## src/rtl/prog_loader.sv

```systemverilog
//------------------------------------------------------------------------------
// Module      : prog_loader
// Description : Receives a program as a valid/ready byte stream, packs three
//               bytes per 20-bit instruction into a local buffer, pads unused
//               slots with halt words, pulses the CPU reset, burst-writes the
//               buffer into CPU instruction memory, then runs the CPU until it
//               halts or a cycle budget expires.
// Revision    : 1.0 - initial release
//------------------------------------------------------------------------------
`default_nettype none
`timescale 1ns/1ps

module prog_loader #(
  parameter int          DEPTH     = 32,
  parameter logic [19:0] HALT_INST = 20'hC0000,
  parameter int          MAX_RUN   = 4096
) (
  input  logic        clk,
  input  logic        rst,
  input  logic [7:0]  byte_in,
  input  logic        byte_valid,
  input  logic        byte_last,
  output logic        byte_ready,
  output logic [19:0] input_inst,
  output logic        inst_mem_read_write,
  output logic        cpu_rst_n,
  input  logic        cpu_halted,
  output logic        busy,
  output logic        done,
  output logic        error,
  output logic [15:0] run_cycles
);

  localparam int AW = $clog2(DEPTH);
  localparam int SW = $clog2(DEPTH + 1);

  typedef enum logic [2:0] {
    S_IDLE   = 3'd0,
    S_RECV   = 3'd1,
    S_PAD    = 3'd2,
    S_CPURST = 3'd3,
    S_BURST  = 3'd4,
    S_RUN    = 3'd5,
    S_DONE   = 3'd6
  } state_t;

  state_t        r_state;
  state_t        w_state_nxt;
  logic [SW-1:0] r_slot;        // word slot while loading, burst index while bursting
  logic [SW-1:0] w_slot_nxt;
  logic [1:0]    r_bcnt;        // byte position within the current word
  logic [1:0]    w_bcnt_nxt;
  logic [3:0]    r_hi;
  logic [3:0]    w_hi_nxt;
  logic [7:0]    r_mid;
  logic [7:0]    w_mid_nxt;
  logic [19:0]   r_buf [DEPTH];

  logic          w_accept;
  logic          w_buf_we;
  logic [19:0]   w_buf_wdata;
  logic          w_done_nxt;
  logic          w_error_nxt;
  logic [15:0]   w_rc_nxt;
  logic [16:0]   w_rc_inc;
  logic          w_cpu_rst_n_nxt;
  logic          w_byte_ready_nxt;
  logic          w_busy_nxt;
  logic          w_mode_nxt;
  logic [19:0]   w_inst_nxt;

  assign w_accept = byte_valid && byte_ready;
  assign w_rc_inc = {1'b0, run_cycles} + 17'd1;

  // State register
  always_ff @(posedge clk or negedge rst) begin
    if (!rst) r_state <= S_IDLE;
    else      r_state <= w_state_nxt;
  end

  // Next-state, counter and next-output computation
  always_comb begin
    w_state_nxt     = r_state;
    w_slot_nxt      = r_slot;
    w_bcnt_nxt      = r_bcnt;
    w_hi_nxt        = r_hi;
    w_mid_nxt       = r_mid;
    w_done_nxt      = done;
    w_error_nxt     = error;
    w_rc_nxt        = run_cycles;
    w_cpu_rst_n_nxt = cpu_rst_n;
    w_buf_we        = 1'b0;
    w_buf_wdata     = HALT_INST;
    case (r_state)
      S_IDLE, S_DONE: begin
        if (w_accept) begin
          // A new program starts: its first byte is already word 0, byte 0.
          w_done_nxt      = 1'b0;
          w_error_nxt     = 1'b0;
          w_rc_nxt        = 16'd0;
          w_cpu_rst_n_nxt = 1'b0;
          w_slot_nxt      = '0;
          w_hi_nxt        = byte_in[3:0];
          w_bcnt_nxt      = 2'd1;
          if (byte_last) begin
            w_error_nxt = 1'b1;
            w_state_nxt = S_DONE;
          end else begin
            w_state_nxt = S_RECV;
          end
        end
      end
      S_RECV: begin
        if (w_accept) begin
          if (r_bcnt == 2'd0) begin
            if (r_slot == SW'(DEPTH)) begin
              // Program longer than the buffer: abort without writing.
              w_error_nxt = 1'b1;
              w_state_nxt = S_DONE;
            end else begin
              w_hi_nxt   = byte_in[3:0];
              w_bcnt_nxt = 2'd1;
              if (byte_last) begin
                w_error_nxt = 1'b1;
                w_state_nxt = S_DONE;
              end
            end
          end else if (r_bcnt == 2'd1) begin
            w_mid_nxt  = byte_in;
            w_bcnt_nxt = 2'd2;
            if (byte_last) begin
              w_error_nxt = 1'b1;
              w_state_nxt = S_DONE;
            end
          end else begin
            w_buf_we    = 1'b1;
            w_buf_wdata = {r_hi, r_mid, byte_in};
            w_slot_nxt  = r_slot + SW'(1);
            w_bcnt_nxt  = 2'd0;
            if (byte_last) begin
              // A full buffer needs no padding.
              w_state_nxt = (r_slot == SW'(DEPTH - 1)) ? S_CPURST : S_PAD;
            end
          end
        end
      end
      S_PAD: begin
        w_buf_we    = 1'b1;
        w_buf_wdata = HALT_INST;
        w_slot_nxt  = r_slot + SW'(1);
        if (r_slot == SW'(DEPTH - 1)) w_state_nxt = S_CPURST;
      end
      S_CPURST: begin
        w_slot_nxt      = '0;
        w_cpu_rst_n_nxt = 1'b1;
        w_state_nxt     = S_BURST;
      end
      S_BURST: begin
        w_slot_nxt = r_slot + SW'(1);
        if (r_slot == SW'(DEPTH - 1)) w_state_nxt = S_RUN;
      end
      S_RUN: begin
        if (cpu_halted) begin
          w_done_nxt  = 1'b1;
          w_state_nxt = S_DONE;
        end else begin
          if (run_cycles != 16'hFFFF) w_rc_nxt = w_rc_inc[15:0];
          if (w_rc_inc >= 17'(MAX_RUN)) begin
            w_error_nxt = 1'b1;
            w_state_nxt = S_DONE;
          end
        end
      end
      default: w_state_nxt = S_IDLE;
    endcase

    // Outputs follow the state being entered so they are registered yet aligned.
    w_byte_ready_nxt = (w_state_nxt == S_IDLE) || (w_state_nxt == S_RECV) ||
                       (w_state_nxt == S_DONE);
    w_busy_nxt       = (w_state_nxt != S_IDLE) && (w_state_nxt != S_DONE);
    w_mode_nxt       = (w_state_nxt != S_BURST);
    w_inst_nxt       = (w_state_nxt == S_BURST) ? r_buf[w_slot_nxt[AW-1:0]] : 20'd0;
  end

  // Registered control, counters and outputs
  always_ff @(posedge clk or negedge rst) begin
    if (!rst) begin
      r_slot              <= '0;
      r_bcnt              <= 2'd0;
      r_hi                <= 4'd0;
      r_mid               <= 8'd0;
      byte_ready          <= 1'b0;
      input_inst          <= 20'd0;
      inst_mem_read_write <= 1'b1;
      cpu_rst_n           <= 1'b0;
      busy                <= 1'b0;
      done                <= 1'b0;
      error               <= 1'b0;
      run_cycles          <= 16'd0;
    end else begin
      r_slot              <= w_slot_nxt;
      r_bcnt              <= w_bcnt_nxt;
      r_hi                <= w_hi_nxt;
      r_mid               <= w_mid_nxt;
      byte_ready          <= w_byte_ready_nxt;
      input_inst          <= w_inst_nxt;
      inst_mem_read_write <= w_mode_nxt;
      cpu_rst_n           <= w_cpu_rst_n_nxt;
      busy                <= w_busy_nxt;
      done                <= w_done_nxt;
      error               <= w_error_nxt;
      run_cycles          <= w_rc_nxt;
    end
  end

  // Program buffer; contents are don't-care after reset
  always_ff @(posedge clk) begin
    if (w_buf_we) r_buf[r_slot[AW-1:0]] <= w_buf_wdata;
  end

endmodule

`default_nettype wire

```

## config.mk

```make
export PLATFORM = sky130hd
export DESIGN_NAME = prog_loader
export DESIGN_NICKNAME = d
export VERILOG_FILES = /design/src/rtl/prog_loader.sv
export SDC_FILE = /design/constraint.sdc
export NUM_CORES = 1
export LEC_CHECK = 0
export CAP_MARGIN = 20
export CELL_PAD_IN_SITES_DETAIL_PLACEMENT = 1
export CELL_PAD_IN_SITES_GLOBAL_PLACEMENT = 2
export CORE_MARGIN = 3
export CORE_UTILIZATION = 41
export CTS_CLUSTER_DIAMETER = 100
export DETAILED_ROUTE_END_ITERATION = 7
export PLACE_DENSITY = 0.81
export SLEW_MARGIN = 20
export SYNTH_ARGS = -nofsm -noshare
export SYNTH_HDL_FRONTEND = slang
export SYNTH_SLANG_ARGS = --single-unit
```

## constraint.sdc

```tcl
create_clock -name clk -period 2.7 [get_ports clk]
set_clock_uncertainty 0.05 [all_clocks]
set_input_delay 0.54 -clock clk [delete_from_list [all_inputs] [get_ports clk]]
set_output_delay 0.54 -clock clk [all_outputs]
set_load 0.1 [all_outputs]
```

==> results of run 1 <==
==> cell usage after synthesis (2+ instances only) <==
library cell,count
nor3b_1,2
ha_1,6
or4_1,2
nor4_4,3
nand3b_1,5
nand3_1,55
nor2_1,55
xor2_1,2
inv_2,2
edfxtp_1,640
nor4_1,3
nor3_1,7
buf_6,4
o31ai_1,21
a31oi_1,42
dfrtp_1,64
or2_2,2
buf_4,9
or3_1,3
mux2_2,34
and3_1,6
a21oi_1,53
and2_1,144
nand4_1,2
and2_0,56
mux2i_1,60
clkbuf_1,68
a22o_1,2
o32ai_1,20
buf_2,53
a21o_1,3
o22a_1,2
a211oi_1,221
nor2b_1,2
o21ai_0,59
nand2b_1,7
xnor2_1,4
nand2_1,189
inv_1,9
a2111oi_2,20
o22ai_1,4
==> where the power goes <==
group          internal [mW]  switching [mW]
clock network           6.24            4.35
registers               12.2           0.336
logic                   10.2            15.4
total                   28.6            20.1
==> layout make-up <==
type                       count  area, um2
inverter                      12      52.55
clock inverter                39      419.2
clock buffer                 100       2093
fill                        6538      32010
tap                          931       1165
timing repair buffer         313       3826
sequential                   705      20880
multi-input combinational   1116       8627
==> metal layers <==
layer  vias up  GRT usage  part of all wire
li1       8080          -                 -
met1      9667     0.3026              0.43
met2       567     0.3714              0.50
met3       103    0.03394             0.056
met4         0    0.05323             0.017
met5         -          0                 0
==> how the worst min path moves through the flow <==
stage                    from         to  slack, ps  cells after the start
floorplan                 rst       busy        190                      0
global placement    cpu_rst_n  cpu_rst_n        420                      2
detailed placement   r_mid[6]   r_mid[6]        440                      1
CTS                       rst   r_mid[0]        440                      2
global route          r_hi[0]    r_hi[0]        480                      1
finish                    rst   r_mid[0]        450                      2
==> critical path, stage by stage (launching register included) <==
cell	delay, ps
dfrtp_4	490
and4b_2	280
o41ai_4	400
o31ai_4	150
buf_12	190
inv_8	130
buf_12	180
buf_12	160
nand2_1	90
a31oi_1	330
a211oi_2	140
buf_4	170
a2111oi_4	300
==> through the flow <==
step	util	hold WS, ps	setup WS, ps	area [um2]
2_1_floorplan	-	194.4	-80.85	29180
3_3_place_gp	0.4792	424.0	-1053	33090
3_5_place_dp	0.4792	435.3	-1228	33090
6_report	0.5366	450.4	-477.4	37060
4_1_cts	0.5202	441.5	-415.7	35930
5_1_grt	0.5366	475.1	-605.6	37060
==> what timing repair did <==
action,CTS,global route
hold buffers,1,0
endpoints found under the hold margin,42,0
gates resized for setup,47,158
setup buffers,1,10
cloned,1,7
pin swaps,7,41
setup endpoints to repair,20,22
==> flip-flops by register name, indices dropped and copies added, names as in the netlist <==
register and cells:
r_buf 640, input_inst 20, run_cycles 16, r_mid 8, r_slot 6, r_hi 4
r_state 3, r_bcnt 2, busy 1, byte_ready 1, cpu_rst_n 1, done 1
error 1, inst_mem_read_write 1
==> cell families (layout without fill, tap and decap cells) <==
kind of cell,Yosys count,after routing,synth area share
DFF,705,705,0.7233
and+or+nand+nor,551,551,0.09858
AOI/OAI and AO/OA,459,459,0.1159
buffers and inverters,147,464,0.02366
muxes,94,94,0.03412
adders and majority gates,6,6,0.002605
xor gates and xnor gates,6,6,0.001823
==> metrics.yaml, run 1 <==
outcome:
  status: "complete, but fails checks"
  violations: "setup timing"
global_routing:
  grt-ovfl-total: 0
  grt_pass1_wl_um: 123400
  grt_max_degree: 46
  antenna_found_initial: 0
  grt_usage: 0.2206
  grt_pass1_vias: 19440
power_and_ir_drop:
  p_per_area_nw_per_um2: 1313
  total_power_mw: 48.65
  ir_drop_mv: 1.001
  p_leak_nw: 12.61
final_layout:
  nets: 2242
  drive_above_1_share: 0.2980
  final_common_cell: "edfxtp_1"
  antenna_cells: 0
  final_cells: 3216
  area_delta_synth_final_pct: 28.57
  final_cell_mix: "edfxtp_1 (640), buf_4 (185), nand2_1 (183), and2_1 (145), a211oi_1 (138)"
timing:
  worst_pin_slew_ps: 779.1
  post-route-period-util: 1.177
  tns_ps: -7741
  rsz0062_at_grt: "yes"
  fmax_mhz: 314.7
  max-slew-margin-rel: 0.4758
  finalSetupViolations: 20
  finalHoldViolCount: 0
  slew_viol_final: 0
  layout_setup_ws_ps: -477.4
  period_needed_ps: 3177
yosys:
  async_flop_share: 0.09220
  synth-edff-count: 640
  ys_top_cells_by_area: "edfxtp_1 (67%), a211oi_1 (5.8%), dfrtp_1 (5.6%)"
  synthesis.area_um2: 28820
  ys_types: 64
  synth_flop_cell: "edfxtp_1"
  post_synth.cell_area_avg_um2: 14.65
  synthCells: 1968
  yosysSeqAreaShare: 0.7233
  yosysWarnings: 0
  syn_nets: 1987
  synth_top_area_frac: 0.6668
  yosysTopAreaCell: "edfxtp_1"
  ys_seq_elements: 705
min_path:
  hold_class: "input pin to async pin"
place:
  gp_congestion: 0.7838
  place_hpwl_um: 50130
  place_inst: 3061
  port_buffers: 54
clock_tree:
  clockRootBuffer: "clkbuf_16"
  cts_tree: "built"
  clk_pin_slew_ps: 70
  insertion_delay_ps: 620
  cts_buffers: 75
  clock_sinks: 705
  h-tree-depth: 3
  clk_path_buf_depth: 3
critical_path:
  crit_path_max_fanout: 15
  worstReg2RegEnd: "input_inst[17]"
  crit_required_ps: 3170
  critPathLaunchType: "flop"
  reg2reg_setup_slack_ps: -480
  path_class: "flop to flop"
  endpoint: "input_inst[17]"
  end_kind: "flop"
  arrival_ps: 3650
  r2r_cells: 12
  rr_startpoint: "byte_ready"
  crit_start: "byte_ready"
route:
  drc: 0
  vias: 18420
  viasPerCell: 5.727
  ant_nets: 0
  wirelength_um: 86030
  drtIter0Drc: 1744
  avgRoutedWirePerCell_um: 26.75
  drt_first_pass_iters: 8
floorplanning:
  dieArea_um2: 73520
  coreArea_um2: 69070
  ios: 55
  die_width_um: 271.1
  start_util: 0.4173
  dieHeight_um: 271.1
  rows: 96
job:
  max_cap_viol_count: 0
Power figures use the tool's default switching activity.
==> run 2, diff against run 1 <==
Settings changed: CORE_UTILIZATION 41 to 49, PLACE_DENSITY 0.81 to 0.9, SLEW_MARGIN 20 to unset.
Clock period 2.7 ns to 3.7 ns, I/O delays scaled along.
==> metrics.yaml, run 2 (synthesis results as in run 1) <==
timing:
  max-slew-margin-rel: 0.2858  # was 0.4758
  rsz0062_at_grt: "no"  # was yes
  tns_ps: 0  # was -7741 ps
  post-route-period-util: 0.9675  # was 1.177
  period_needed_ps: 3580  # was 3177 ps
  hold_slack_ps: 274.8  # was 450.4 ps
  layout_setup_ws_ps: 120.4  # was -477.4 ps
  slew_viol_final: 0  # unchanged
  finalHoldViolCount: 0  # unchanged
  finalSetupViolations: 0  # was 20
  worst_pin_slew_ps: 1071  # was 779.1 ps
  fmax_mhz: 279.4  # was 314.7 MHz
floorplanning:
  die_width_um: 248.5  # was 271.1 um
  coreArea_um2: 57920  # was 69,070 um2
  dieArea_um2: 61770  # was 73,520 um2
  rows: 88  # was 96
  ios: 55  # unchanged
  start_util: 0.4977  # was 0.4173
  dieHeight_um: 248.5  # was 271.1 um
place:
  placed_area_um2: 32180  # was 33,090 um2
  port_buffers: 54  # unchanged
  gp_congestion: 0.8398  # was 0.7838
  place_hpwl_um: 54600  # was 50,130 um
  dpl_worst_slack_ps: -556.2  # was -1228 ps
critical_path:
  endpoint: "input_inst[7]"  # was input_inst[17]
  crit_path_max_fanout: 55  # was 15
  critPathLaunchType: "flop"  # unchanged
  path_class: "flop to flop"  # unchanged
  rr_startpoint: "r_state[1]"  # was byte_ready
  reg2reg_setup_slack_ps: 120  # was -480 ps
  crit_required_ps: 4110  # was 3170 ps
  end_kind: "flop"  # unchanged
  arrival_ps: 3990  # was 3650 ps
  r2r_cells: 11  # was 12
  crit_start: "r_state[1]"  # was byte_ready
  worstReg2RegEnd: "input_inst[7]"  # was input_inst[17]
final_layout:
  final_cell_mix: "edfxtp_1 (640), a211oi_1 (217), buf_4 (204), nand2_1 (189), and2_1 (144)"  # was edfxtp_1 (640), buf_4 (185), nand2_1 (183), and2_1 (145), a211oi_1 (138)
  drive_above_1_share: 0.2049  # was 0.2980
  fin_area_um2: 34490  # was 37,060 um2
  fillers: 5446  # was 6,538
  largest_register_ffs: 640  # unchanged
  antenna_cells: 0  # unchanged
  final_common_cell: "edfxtp_1"  # unchanged
  nets: 2222  # was 2,242
  area_delta_synth_final_pct: 19.65  # was 28.57%
  final_util: 0.5955  # was 0.5366
clock_tree:
  h-tree-depth: 3  # unchanged
  cts_setup_buffers: 0  # was 1
  clk_pin_slew_ps: 70  # about the same
  clk_path_buf_depth: 3  # unchanged
  clock_sinks: 705  # unchanged
  cts_tree: "built"  # unchanged
  insertion_delay_ps: 620  # about the same
  cts_buffers: 72  # was 75
  clockRootBuffer: "clkbuf_16"  # unchanged
route:
  vias: 19040  # was 18,420
  viasPerCell: 6.294  # was 5.727
  avgRoutedWirePerCell_um: 29.26  # was 26.75 um
  drt_first_pass_iters: 5  # was 8
  drtIter0Drc: 1951  # was 1,744
  wirelength_um: 88520  # was 86,030 um
  ant_nets: 0  # unchanged
  drc: 0  # unchanged
job:
  max_cap_viol_count: 0  # unchanged
global_routing:
  grt_max_degree: 66  # was 46
  grt-ovfl-total: 0  # unchanged
  grt_usage: 0.2841  # was 0.2206
  antenna_found_initial: 1  # was 0
  grt_pass1_wl_um: 132100  # was 123,400 um
  grt_pass1_vias: 20170  # was 19,440
min_path:
  hold_class: "input pin to async pin"  # unchanged
outcome:
  status: "finished, final reports clean"  # was complete, but fails checks
power_and_ir_drop:
  p_per_area_nw_per_um2: 945.2  # was 1313 nW/um2
  p_leak_nw: 11.87  # was 12.61 nW
  ir_drop_mv: 0.7849  # was 1.001 mV
run 2: cell types whose count changed in the layout (fill, tap and decap cells not counted), sizes merged:
| cell | change |
|---|---|
| dlygate4sd3 | -1 |
| clkdlybuf4s50 | +33 |
| inv | -2 |
| clkinv | -8 |
| clkinvlp | -3 |
| bufinv | -5 |
| buf | -41 |
| bufbuf | -1 |
| clkbuf | +3 |
run 2: what timing repair did:
item / 4_1_cts / 5_1_grt
hold buffers: 0 / 0
endpoints found under the setup margin: 1 / 7
hold endpoints to repair: 0 / 0
resized for setup: 1 / 4
run 2: worst min-delay path by stage:
stage	from	to	slack [ps]	cells after the start
detailed placement	cpu_rst_n	cpu_rst_n	440	2
finish	rst	input_inst[16]	270	1
global placement	done	done	420	2
CTS	rst	input_inst[16]	280	1
floorplan	rst	busy	390	0
global route	rst	run_cycles[5]	320	1
run 2: area by class of cell:
type / instances / area [um2] / area share
multi-input cells: 1116 / 7411 / 0.2149
clock buffers: 110 / 2098 / 0.06084
well taps: 765 / 957.2 / 0.02775
repair buffers: 296 / 2933 / 0.08504
clock inverters: 21 / 187.7 / 0.005442
inverters: 12 / 52.55 / 0.001524
flip-flops and latches: 705 / 20850 / 0.6045
run 2: power breakdown:
group          switching, mW  internal, mW  leakage [nW]
logic                   10.2          6.12          4.03
clock network           2.99          4.13          1.12
registers              0.295          8.86          6.71
total                   13.5          19.1          11.9
run 2: critical path, stage by stage, from the launching register on:
cell and delay, ps:
dfrtp_1 630, nand2b_1 270, a21oi_1 160, o31ai_4 290
buf_12 250, buf_12 280, and2_1 200, a211oi_1 60
a31oi_1 360, o31ai_1 190, buf_4 170, a2111oi_2 430
run 2: per-layer routing:
layer	global-route usage	share of wire
met1	0.3737	0.40
met3	0.04592	0.070
met4	0.09605	0.029
met2	0.4837	0.50
met5	0	0
run 2: stage by stage:
| stage | std cells | total power [mW] |
|---|---|---|
| 2_1_floorplan | 1968 | 18.00 |
| 3_3_place_gp | 2894 | 24.26 |
| 3_5_place_dp | 2894 | 25.05 |
| 4_1_cts | 3025 | 32.45 |
| 5_1_grt | 3025 | 33.91 |
| 6_report | 3025 | 32.60 |
==> run 3, diff against run 2 <==
--- a/config.mk
+++ b/config.mk
@@ -9,5 +9,5 @@
 export CELL_PAD_IN_SITES_DETAIL_PLACEMENT = 1
 export CELL_PAD_IN_SITES_GLOBAL_PLACEMENT = 2
-export CORE_MARGIN = 3
+export CORE_MARGIN = 2
 export CORE_UTILIZATION = 49
 export CTS_CLUSTER_DIAMETER = 100
--- a/constraint.sdc
+++ b/constraint.sdc
@@ -3,3 +3,3 @@
 set_input_delay 0.74 -clock clk [delete_from_list [all_inputs] [get_ports clk]]
 set_output_delay 0.74 -clock clk [all_outputs]
-set_load 0.1 [all_outputs]
+set_load 0.005 [all_outputs]
==> metrics.yaml, run 3 (synthesis results as in run 1) <==
power_and_ir_drop:
  p_per_area_nw_per_um2: 898.7  # was 945.2 nW/um2
  ir_drop_mv: 0.6810  # was 0.7849 mV
  total_power_mw: 30.96  # was 32.60 mW
  p_leak_nw: 11.74  # was 11.87 nW
min_path:
  hold_class: "input pin to async pin"  # unchanged
floorplanning:
  rows: 88  # unchanged
  dieHeight_um: 246.5  # was 248.5 um
  coreArea_um2: 57920  # unchanged
  dieArea_um2: 60780  # was 61,770 um2
  start_util: 0.4977  # unchanged
  ios: 55  # unchanged
  die_width_um: 246.5  # was 248.5 um
timing:
  rsz0062_at_grt: "no"  # unchanged
  worst_pin_slew_ps: 1031  # was 1071 ps
  hold_slack_ps: 256.3  # was 274.8 ps
  max-slew-margin-rel: 0.3126  # was 0.2858
  fmax_mhz: 277.9  # was 279.4 MHz
  finalHoldViolCount: 0  # unchanged
  slew_viol_final: 0  # unchanged
  post-route-period-util: 0.9726  # was 0.9675
  tns_ps: 0  # unchanged
  finalSetupViolations: 0  # unchanged
  period_needed_ps: 3599  # was 3580 ps
route:
  viasPerCell: 6.291  # was 6.294
  avgRoutedWirePerCell_um: 28.96  # was 29.26 um
  vias: 18770  # was 19,040
  drc: 0  # unchanged
  drt_first_pass_iters: 5  # unchanged
  wirelength_um: 86400  # was 88,520 um
  ant_nets: 0  # unchanged
  drtIter0Drc: 2093  # was 1,951
global_routing:
  grt_usage: 0.2888  # was 0.2841
  grt_pass1_vias: 20000  # was 20,170
  grt_pass1_wl_um: 129100  # was 132,100 um
  grt-ovfl-total: 0  # unchanged
  antenna_found_initial: 2  # was 1
  grt_max_degree: 66  # unchanged
critical_path:
  crit_required_ps: 4120  # was 4110 ps
  arrival_ps: 4020  # was 3990 ps
  critPathLaunchType: "input pin"  # was flop
  reg2reg_setup_slack_ps: 130  # was 120 ps
  path_cells: "clkdlybuf4s50_1, nand2_1, or4_1, nand2_1, a22oi_2, buf_12, inv_2, buf_4, buf_4, a211oi_1, o32ai_1, a211oi_1, a2111oi_2"  # was nand2b_1, a21oi_1, o31ai_4, buf_12, buf_12, and2_1, a211oi_1, a31oi_1, o31ai_1, buf_4, a2111oi_2
  path_class: "input pin to flop"  # was flop to flop
  end_kind: "flop"  # unchanged
  cp_slowest_cell: "or4_1"  # was dfrtp_1
  cpPeakStageDelay_ps: 570  # was 630 ps
  crit_path_max_fanout: 9  # was 55
place:
  place_hpwl_um: 53110  # was 54,600 um
  port_buffers: 54  # unchanged
  place_inst: 2850  # was 2,894
  gp_congestion: 0.8032  # was 0.8398
final_layout:
  final_common_cell: "edfxtp_1"  # unchanged
  fillers: 5415  # was 5,446
  largest_register_ffs: 640  # unchanged
  final_cells: 2983  # was 3,025
  drive_above_1_share: 0.1871  # was 0.2049
  final_cell_mix: "edfxtp_1 (640), a211oi_1 (221), nand2_1 (189), and2_1 (144), buf_4 (138)"  # was edfxtp_1 (640), a211oi_1 (217), buf_4 (204), nand2_1 (189), and2_1 (144)
  antenna_cells: 0  # unchanged
  area_delta_synth_final_pct: 19.51  # was 19.65%
  nets: 2180  # was 2,222
clock_tree:
  clk_path_buf_depth: 3  # unchanged
  clk_pin_slew_ps: 60  # was 70 ps
  clockRootBuffer: "clkbuf_16"  # unchanged
  insertion_delay_ps: 610  # was 620 ps
  clock_sinks: 705  # unchanged
  cts_hold_buf: 0  # unchanged
  cts_buffers: 72  # unchanged
  h-tree-depth: 3  # unchanged
  cts_tree: "built"  # unchanged
job:
  max_cap_viol_count: 0  # unchanged
outcome:
  status: "finished, final reports clean"  # unchanged
-- run 3: cell count changes in the layout (fill, tap and decap cells not counted), sizes merged --
cell           previous run  this run
clkinvlp                  0         2
clkbuf                  110        92
bufinv                    3         7
inv                      15        12
clkdlybuf4s50            44        53
clkinv                   15        30
buf                     252       201
-- run 3: final cells by class --
type                            instances  area (um2)  area share
Multi-Input combinational cell       1116        7391      0.2146
Sequential cell                       705       20850      0.6052
Clock inverter                         39       389.1     0.01130
Timing Repair Buffer                  254        2828     0.08209
Inverter                               12       52.55    0.001526
Tap cell                              765       957.2     0.02779
Clock buffer                           92        1982     0.05754
-- run 3: routing by layer --
metal / GRT usage / vias up / part of all wire
met4: 0.1114 / 0 / 0.033
met1: 0.3793 / 9728 / 0.39
li1: - / 7954 / -
met5: 0 / - / 0
met2: 0.4851 / 882 / 0.50
met3: 0.04444 / 203 / 0.075
-- run 3: stage by stage --
stage               area, um2  utilization  setup WS, ps
detailed placement      32050       0.5533        -349.4
floorplan               28820            -         561.3
CTS                     34420       0.5943         26.35
finish                  34450       0.5948         101.2
global placement        32040       0.5532        -293.6
global route            34450       0.5948         58.88
-- run 3: final timing paths --
| check | start | to | depth (start not counted) |
|---|---|---|---|
| min in group clk | cpu_rst_n | cpu_rst_n | 2 |
| max reg2reg | r_state[2] | input_inst[13] | 13 |
| max | byte_valid | input_inst[1] | 13 |
| min reg2reg | cpu_rst_n | cpu_rst_n | 2 |
| max in group asynchronous | rst | input_inst[1] | 1 |
| min | rst | run_cycles[5] | 1 |
-- run 3: report_power, final --
part,leakage [nW],total [mW],internal [mW],switching (mW)
registers,6.71,9.13,8.86,0.268
logic,3.86,14.5,5.66,8.82
clock network,1.16,7.35,4.29,3.06
-- run 3: critical path: cells and delay by family --
family | cells | cell delay, ps
AO/OA/AOI/OAI | 5 | 1320
buffers and inverters | 5 | 1090
AND/OR/NAND/NOR | 3 | 840
-- run 3: what timing repair did --
item	CTS	global route
gates resized for setup	0	0
setup endpoints to repair	1	3
setup buffers	0	2
pin swaps	1	1
endpoints found under the hold margin	0	0
